### src/rtl/multi_edge_detector.sv
// N-channel edge detector: synchroniser, per-channel edge mode, stretched pulses, sticky status.
// Optional per-channel debounce filter is built when DEBOUNCE_EN is defined.
module multi_edge_detector #(
  parameter int NCH          = 4,
  parameter int SYNC_STAGES  = 2,
  parameter int PULSE_LEN    = 1,
  parameter int DEBOUNCE_CYC = 4
) (
  input  logic             clk,
  input  logic             rst,
  input  logic [NCH-1:0]   levelin,
  input  logic [2*NCH-1:0] mode,
  input  logic [NCH-1:0]   sticky_clr,
  output logic [NCH-1:0]   outpulse,
  output logic [NCH-1:0]   edge_sticky,
  output logic             any_pulse
);

  localparam int CW = $clog2(PULSE_LEN + 1);

  // Low for exactly one cycle after reset so history loads without reporting an edge.
  logic primed_q;

  always_ff @(posedge clk) begin
    if (rst) begin
      primed_q <= 1'b0;
    end else begin
      primed_q <= 1'b1;
    end
  end

  for (genvar gi = 0; gi < NCH; gi++) begin : g_ch
    logic          lvl_s;
    logic          lvl_f;
    logic          prev_q;
    logic          hit;
    logic [CW-1:0] cnt_q;
    logic [CW-1:0] cnt_d;
    logic          pulse_q;
    logic          sticky_q;

    if (SYNC_STAGES == 0) begin : g_nosync
      assign lvl_s = levelin[gi];
    end else begin : g_sync
      logic [SYNC_STAGES-1:0] sync_q;

      always_ff @(posedge clk) begin
        if (rst) begin
          sync_q <= '0;
        end else begin
          sync_q[0] <= levelin[gi];
          for (int k = 1; k < SYNC_STAGES; k++) begin
            sync_q[k] <= sync_q[k-1];
          end
        end
      end

      assign lvl_s = sync_q[SYNC_STAGES-1];
    end

`ifdef DEBOUNCE_EN
    localparam int DW = $clog2(DEBOUNCE_CYC + 1);
    logic          f_q;
    logic [DW-1:0] db_cnt_q;

    // Accept a new level only after it differed from the filtered one for DEBOUNCE_CYC cycles.
    always_ff @(posedge clk) begin
      if (rst) begin
        f_q      <= 1'b0;
        db_cnt_q <= '0;
      end else if (!primed_q) begin
        f_q      <= lvl_s;
        db_cnt_q <= '0;
      end else if (lvl_s == f_q) begin
        db_cnt_q <= '0;
      end else if (db_cnt_q == DW'(DEBOUNCE_CYC - 1)) begin
        f_q      <= lvl_s;
        db_cnt_q <= '0;
      end else begin
        db_cnt_q <= db_cnt_q + DW'(1);
      end
    end

    assign lvl_f = f_q;
`else
    assign lvl_f = lvl_s;
`endif

    assign hit = primed_q & ((mode[2*gi]   &  lvl_f & ~prev_q) |
                             (mode[2*gi+1] & ~lvl_f &  prev_q));

    always_comb begin
      cnt_d = cnt_q;
      if (hit) begin
        cnt_d = CW'(PULSE_LEN);
      end else if (cnt_q != '0) begin
        cnt_d = cnt_q - CW'(1);
      end
    end

    always_ff @(posedge clk) begin
      if (rst) begin
        prev_q   <= 1'b0;
        cnt_q    <= '0;
        pulse_q  <= 1'b0;
        sticky_q <= 1'b0;
      end else begin
        // While priming the filter still holds its reset value, so take history from s.
        prev_q   <= primed_q ? lvl_f : lvl_s;
        cnt_q    <= cnt_d;
        pulse_q  <= (cnt_d != '0);
        sticky_q <= hit | (sticky_q & ~sticky_clr[gi]);
      end
    end

    assign outpulse[gi]    = pulse_q;
    assign edge_sticky[gi] = sticky_q;
  end

  assign any_pulse = |outpulse;

endmodule

### config.mk
export PLATFORM = sky130hd
export DESIGN_NAME = multi_edge_detector
export DESIGN_NICKNAME = d
export VERILOG_FILES = /design/src/rtl/multi_edge_detector.sv
export SDC_FILE = /design/constraint.sdc
export NUM_CORES = 1
export LEC_CHECK = 0
export CORE_UTILIZATION = 30
export CTS_BUF_LIST = sky130_fd_sc_hd__clkbuf_4 sky130_fd_sc_hd__clkbuf_8 sky130_fd_sc_hd__clkbuf_16
export CTS_CLUSTER_DIAMETER = 100
export CTS_CLUSTER_SIZE = 20
export DETAILED_ROUTE_END_ITERATION = 10
export GPL_TIMING_DRIVEN = 0
export PLACE_DENSITY = 0.67
export SETUP_SLACK_MARGIN = 0.15
export SLEW_MARGIN = 40
export SYNTH_ARGS = -nofsm -noshare
export SYNTH_HDL_FRONTEND = slang
export SYNTH_SLANG_ARGS = --single-unit
### constraint.sdc
create_clock -name clk -period 1.27 [get_ports clk]
set_clock_uncertainty 0.05 [all_clocks]
set_input_delay 0.254 -clock clk [delete_from_list [all_inputs] [get_ports clk]]
set_output_delay 0.254 -clock clk [all_outputs]
set_load 0.1 [all_outputs]
-- Yosys cells after proc, flatten, opt, wreduce, memory -nomap -nowiden
Index checks and enable logic that the tools add are counted.
- output and inout bits: 9
- latch bits: 0
- word-level logic and storage cells: 75
- bits of input ports: 18
- bits in read-only memories: 0
- memories kept: 0
- memory bits (writable): 0
- flip-flop bits (word level): 21
- multiply operators: 0
- bitwise gates (word level): 44
- muxes and demuxes: 9
- $add $sub $neg: 4
- eq/ne operators: 0
- reduce and logical (&&, ||, !) cells: 1
- div/mod/pow operators: 0
- order comparisons: 0
- shift-type cells: 0
- operators with widths (cell ; number):
    bitwise AND 1 bit ; 24
    inverter 1 bit ; 12
    two-way mux 1 bit ; 9
    OR 1 bit ; 8
    OR reduction 4 bit ; 1
    subtractor 1 bit (second input constant) ; 4

-- Logic depth before layout (Yosys ltp)
Gate-level depths: netlist of the first run.
- depth after elaboration: 6
- mapped depth: 4
- mapped depth without buffers: 3

-- Least setup slack after synthesis of the first run
Ideal clock, no wire load.
- path type: register to output
- start point: register g_ch[1].pulse_q
- end point: output any_pulse
- buffers on the path: 0
- setup slack: -280 ps
- data required time: 966 ps
- data arrival time: 1246 ps
- cell stages (with the launch flop): 2
- path through: dfxtp_1 > or4_1
- longest elaborated chain between the ends: 1
- ends and longest elaborated chain (element ; line ; source):
    start, declared ; 39 ; logic pulse_q;
    start signal, assigned ; 111 ; pulse_q <= (cnt_d != '0);
    OR reduction 4 bit ; 120 ; assign any_pulse = |outpulse;
    end, declared ; 16 ; output logic any_pulse
Every way passes these cells.

-- Worst setup path in the final report of the first run
- start point: register g_ch[2].pulse_q
- end point: output any_pulse
- longest elaborated chain between the ends: 1
- ends and longest elaborated chain (element ; line):
    start, declared ; 39
    start signal, assigned ; 111
    OR reduction 4 bit ; 120
Every way passes these cells.

==> reports/qor.csv, run 1 <==
stage,metric,value,unit
outcome,status,"complete, but fails checks",
outcome,violations,setup timing,
floorplanning,die_area,2660,µm²
critical_path,rr_worst_depth,3,
sta,fmax,601,MHz
sta,tightest_slew,0.180,ns
grt,met1_usage,0.0996,
detailed_routing,via_count,535,
detailed_routing,drcViolationCount,0,
sta,setup_slack,-0.394,ns
cts,cts_buffers,3,
critical_path,path_max_fanout,2,
finish,nFillCells,209,
finish,seqCellArea,430,µm²
floorplanning,initial_core_util,0.327,
grt,track_usage,0.108,
sta,hold_ws,0.0949,ns
logic_synthesis,syn-mean-instance-area,11.2,µm²
run,drv_cap,0,
detailed_routing,wirelength,1260,µm
min_path,hold_depth,2,
detailed_routing,wire_per_inst,10.2,µm
logic_synthesis,ys_warn_count,0,
finish,drive_above_1_share,0.396,
cts,cts_hold_buf,0,
sta,fin_crit,1.66,ns
floorplanning,core_area,2250,µm²
floorplanning,boundaryPins,27,
critical_path,criticalPathCategory,reg -> out,
cts,ctsHtreeMaxLevel,1,
power_and_ir_drop,vdd_ir_drop_max,0.000423,V
placed_design,gp_congestion,0.643,
finish,layout.cells.non_filler,124,
floorplanning,std_cell_rows,17,
logic_synthesis,synth_nets,84,
sta,hold_viol,0,
placed_design,port_buffers,25,
floorplanning,die_h,51.6,µm
cts,clk_pin_slew,0.11,ns
grt,grt_max_degree,12,
logic_synthesis,synth_cell_types,12,
sta,setup_viol,2,
sta,max_slew_margin,0.880,
logic_synthesis,synth_cells,66,
logic_synthesis,synth-seq-cells,21,
grt,grt-ovfl-total,0,
cts,cts_tree,done,
sta,fin_crit_sh,1.31,
finish,diodes,0,
cts,cts_root_buffer,clkbuf_4,
grt,grt-busiest-layer,met2,
grt,grt_pass1_wl,2000,µm
cts,clock_sinks,21,
power_and_ir_drop,p_per_area,1010,nW/µm²
grt,first_global_vias,502,
sta,rsz0062_at_grt,true,
grt,grt_use_met2,0.195,
finish,fin_util,0.529,
finish,syn2layout_area_growth,62.0,%
grt,antenna_found_initial,0,
detailed_routing,vias_per_cell,4.31,
floorplanning,die_w,51.6,µm
detailed_routing,detail_route.first_pass.iterations,1,
min_path,min_path_type,in -> reg,
finish,nNetsFinal,115,
logic_synthesis,synth.cell_area,737,µm²
grt,met3_usage,0.0263,
critical_path,end_kind,output port,
critical_path,cp.required,0.97,ns
sta,report.final.slew_viol_count,0,
logic_synthesis,ys_seq_area_frac,0.570,
detailed_routing,ant_nets,0,
cts,insertion_delay,0.30,ns
cts,cts_buffer_depth,2,
detailed_routing,drt_iter0_drc,0,
critical_path,worstSetupStartpointType,register,
power_and_ir_drop,p_leak,0.503,nW
critical_path,cp.arrival,1.36,ns
finish,multi_input_area,240,µm²
placed_design,dp.cells,119,
==> cell type report <==
class,instances,area share
timing repair buffer,26,0.291
sequential,21,0.361
inverter,1,0.00314
buffer,10,0.0891
tap,28,0.0294
multi-input combinational,34,0.201
clock buffer,4,0.0252
==> worst paths after layout <==
check | start | end | slack, ns
min | rst | g_ch[0].prev_q$_SDFF_PP0_ | 0.09
min reg2reg | g_ch[3].g_sync.sync_q[0]$_SDFF_PP0_ | g_ch[3].g_sync.sync_q[1]$_SDFF_PP0_ | 0.40
max | g_ch[2].pulse_q$_SDFF_PP0_ | any_pulse | -0.39
max reg2reg | g_ch[1].g_sync.sync_q[1]$_SDFF_PP0_ | g_ch[1].sticky_q$_SDFF_PP0_ | 0.44
==> timing repair <==
action / 4_1_cts / 5_1_grt
endpoints found under the setup margin: 9 / 9
hold endpoints to repair: 0 / 0
pin swaps: 1 / 0
setup buffers: 0 / 1
gates resized for setup: 50 / 2
==> per-stage QoR <==
stage	setup WS, ns	TNS (ns)	cell area [µm²]	total power, mW
4_1_cts	-0.400	-0.400	1180	1.22
3_3_place_gp	-0.818	-5.27	1030	0.861
6_report	-0.394	-0.445	1190	1.20
2_1_floorplan	-0.0262	-0.0262	741	0.796
3_5_place_dp	-0.151	-0.151	981	0.858
5_1_grt	-0.428	-0.511	1190	1.25
==> routing by layer <==
layer / vias up / part of all wire
met5: - / 0
met4: 0 / 0.032
met3: 3 / 0.055
met2: 20 / 0.53
met1: 248 / 0.38
li1: 264 / -
==> logic make-up after synthesis <==
| kind of cell | Yosys count | synth area share |
|---|---|---|
| AO/OA/AOI/OAI | 8 | 0.0883 |
| flip-flops | 21 | 0.570 |
| AND/OR/NAND/NOR | 26 | 0.233 |
| buffers and inverters | 11 | 0.109 |
==> cells in the final DEF (no fill, tap or decap), drive strengths merged <==
master,n
nor2,4
dfxtp,21
inv,1
nor2b,12
clkbuf,4
nand3b,8
nand2b,1
clkdlybuf4s50,16
buf,20
a21oi,4
a21o,4
or4,1
==> flip-flops by register name (all words and copies together), names as in the netlist <==
| signal | count |
|---|---|
| g_ch.g_sync.sync_q | 8 |
| g_ch.prev_q | 4 |
| g_ch.pulse_q | 4 |
| g_ch.sticky_q | 4 |
| primed_q | 1 |
==> power by group <==
group	switching [mW]	internal (mW)	total [mW]
logic	0.0806	0.0999	0.180
registers	0.00969	0.680	0.690
clock network	0.189	0.144	0.333
==> worst max-delay path: stages (launching register included) <==
cell and delay (ns):
dfxtp_2 0.33, or4_4 0.54, buf_12 0.18
==> synth_stat cells <==
master	number	area share
a21o_1	4	0.041
or4_1	1	0.010
nand3b_1	8	0.081
buf_4	8	0.081
buf_2	1	0.0068
nand2b_4	1	0.019
inv_1	1	0.0051
buf_6	1	0.015
dfxtp_1	21	0.57
nor2b_1	12	0.10
a21oi_2	4	0.048
nor2_1	4	0.020
(Power assumes the default switching activity.)
==> run 2, diff against run 1 <==
--- a/config.mk
+++ b/config.mk
@@ -12,7 +12,7 @@
 export DETAILED_ROUTE_END_ITERATION = 10
 export GPL_TIMING_DRIVEN = 0
 export PLACE_DENSITY = 0.67
-export SETUP_SLACK_MARGIN = 0.15
+export SETUP_SLACK_MARGIN = 0.05
 export SLEW_MARGIN = 40
 export SYNTH_ARGS = -nofsm -noshare
 export SYNTH_HDL_FRONTEND = slang
==> reports/qor.csv, run 2 (synthesis gave the netlist of run 1 again) <==
stage,metric,value,unit
outcome,status,"complete, but fails checks",
outcome,violations,setup timing,
detailed_routing,drcViolationCount,0,
sta,max_slew_margin,0.881,
critical_path,cp.required,0.97,ns
sta,hold_viol,0,
detailed_routing,wire_per_inst,10.4,µm
cts,cts_buffers,3,
power_and_ir_drop,power,1.20,mW
min_path,hold_end,g_ch[0].prev_q$_SDFF_PP0_,
critical_path,worstSetupStartpointType,register,
finish,drive_above_1_share,0.370,
finish,final_area,1150,µm²
cts,cts_buffer_depth,2,
grt,track_usage,0.106,
sta,fin_crit_sh,1.31,
critical_path,r2r_start,g_ch[0].g_sync.sync_q[1]$_SDFF_PP0_,
finish,mostFrequentLayoutCell,clkdlybuf4s50_1,
sta,setup_viol,2,
min_path,hold_depth,2,
sta,setup_slack,-0.394,ns
placed_design,pre_cts_slack,-0.151,ns
placed_design,port_buffers,25,
placed_design,placed_area,981,µm²
detailed_routing,detail_route.first_pass.iterations,1,
floorplanning,boundaryPins,27,
detailed_routing,drt_iter0_drc,0,
critical_path,worstSetupPathDepth,2,
power_and_ir_drop,p_per_area,1040,nW/µm²
floorplanning,initial_core_util,0.327,
floorplanning,std_cell_rows,17,
finish,nNetsFinal,111,
power_and_ir_drop,p_leak,0.478,nW
critical_path,rr_worst_depth,3,
finish,diodes,0,
cts,ctsHtreeMaxLevel,1,
cts,cts_tree,done,
critical_path,path_buf_inv,1,
critical_path,path_max_fanout,2,
finish,regMostFlops,g_ch.g_sync.sync_q,
finish,nFillCells,211,
power_and_ir_drop,vdd_ir_drop_max,0.000420,V
min_path,hold_start,rst,
grt,grt_max_degree,12,
grt,grt-ovfl-total,0,
finish,layout_common_cells,"clkdlybuf4s50_1 (16), dfxtp_1 (13), nor2b_1 (12)",
grt,grt_pass1_wl,1930,µm
critical_path,critPathTopFamily,simple AND/OR/NAND/NOR gates,
detailed_routing,vias_per_cell,4.32,
critical_path,end_kind,output port,
grt,antenna_found_initial,0,
critical_path,criticalPathCategory,reg -> out,
placed_design,gp_congestion,0.643,
critical_path,cp_slowest_stage_delay,0.54,ns
cts,cts_root_buffer,clkbuf_4,
floorplanning,core_area,2250,µm²
sta,fmax,601,MHz
finish,syn2layout_area_growth,55.9,%
cts,clk_pin_slew,0.11,ns
sta,tightest_slew,0.178,ns
floorplanning,die_h,51.6,µm
min_path,min_path_type,in -> reg,
detailed_routing,ant_nets,0,
critical_path,cp.arrival,1.36,ns
cts,cts_hold_buf,0,
sta,fin_crit,1.66,ns
sta,report.final.slew_viol_count,0,
finish,largest_reg_flops,8,
floorplanning,die_w,51.6,µm
critical_path,critPathSlowestCell,or4_4,
cts,clock_sinks,21,
floorplanning,die_area,2660,µm²
critical_path,r2r-end,g_ch[0].sticky_q$_SDFF_PP0_,
cts,insertion_delay,0.30,ns
critical_path,r2r_slack,0.44,ns
critical_path,crit_path_cell_trace,"or4_4, buf_12",
grt,first_global_vias,485,
detailed_routing,via_count,518,
detailed_routing,wirelength,1240,µm
sta,rsz0062_at_grt,true,
run,drv_cap,0,
[run 2: layout make-up]
type | count | area (µm²) | share of cell area
clock buffer | 4 | 30.0 | 0.0261
inverter | 1 | 3.75 | 0.00327
buffer | 4 | 38.8 | 0.0338
multi-input combinational | 34 | 240 | 0.209
sequential | 21 | 430 | 0.375
timing repair buffer | 28 | 370 | 0.322
tap | 28 | 35.0 | 0.0305
[run 2: worst max path at each step]
stage | startpoint | slack (ns) | end
after floorplan | g_ch[1].pulse_q$_SDFF_PP0_ | -0.03 | any_pulse
after global placement | g_ch[1].pulse_q$_SDFF_PP0_ | -0.82 | any_pulse
after detailed placement | g_ch[1].pulse_q$_SDFF_PP0_ | -0.15 | any_pulse
after CTS | g_ch[2].pulse_q$_SDFF_PP0_ | -0.40 | any_pulse
after global routing | g_ch[2].pulse_q$_SDFF_PP0_ | -0.43 | any_pulse
final | g_ch[2].pulse_q$_SDFF_PP0_ | -0.39 | any_pulse
[run 2: power by group]
group,internal [mW],switching (mW),leakage [nW]
registers,0.681,0.0108,0.176
clock network,0.144,0.191,0.0184
logic,0.0951,0.0782,0.284
[run 2: metrics by stage]
| step | hold WS, ns | utilization | setup TNS, ns | std cells |
|---|---|---|---|---|
| 2_1_floorplan | 0.332 | - | -0.0262 | 66 |
| 3_3_place_gp | 0.368 | 0.455 | -5.27 | 119 |
| 3_5_place_dp | 0.374 | 0.435 | -0.151 | 119 |
| 4_1_cts | 0.0873 | 0.504 | -0.400 | 119 |
| 5_1_grt | 0.0958 | 0.509 | -0.511 | 120 |
| 6_report | 0.0943 | 0.509 | -0.445 | 120 |
[run 2: what timing repair did]
action,CTS,global route
pin swaps,1,0
setup buffers,0,3
endpoints found under the setup margin,9,5
resized for setup,46,4
[run 2: layer usage]
metal,routed length (µm),global-route usage,vias to the layer above
met5,0,0,-
met4,40,0.0946,0
met3,69,0.0263,3
met2,671,0.195,20
met1,462,0.0924,239
li1,-,-,256
==> run 3, diff against run 2 <==
--- a/config.mk
+++ b/config.mk
@@ -6,7 +6,7 @@
 export NUM_CORES = 1
 export LEC_CHECK = 0
 export CORE_UTILIZATION = 30
-export CTS_BUF_LIST = sky130_fd_sc_hd__clkbuf_4 sky130_fd_sc_hd__clkbuf_8 sky130_fd_sc_hd__clkbuf_16
+export CTS_BUF_LIST = sky130_fd_sc_hd__clkbuf_2 sky130_fd_sc_hd__clkbuf_4 sky130_fd_sc_hd__clkbuf_8
 export CTS_CLUSTER_DIAMETER = 100
 export CTS_CLUSTER_SIZE = 20
 export DETAILED_ROUTE_END_ITERATION = 10
==> results of run 3 <==
Final layout, timing and power as in run 2 (identical DEF).
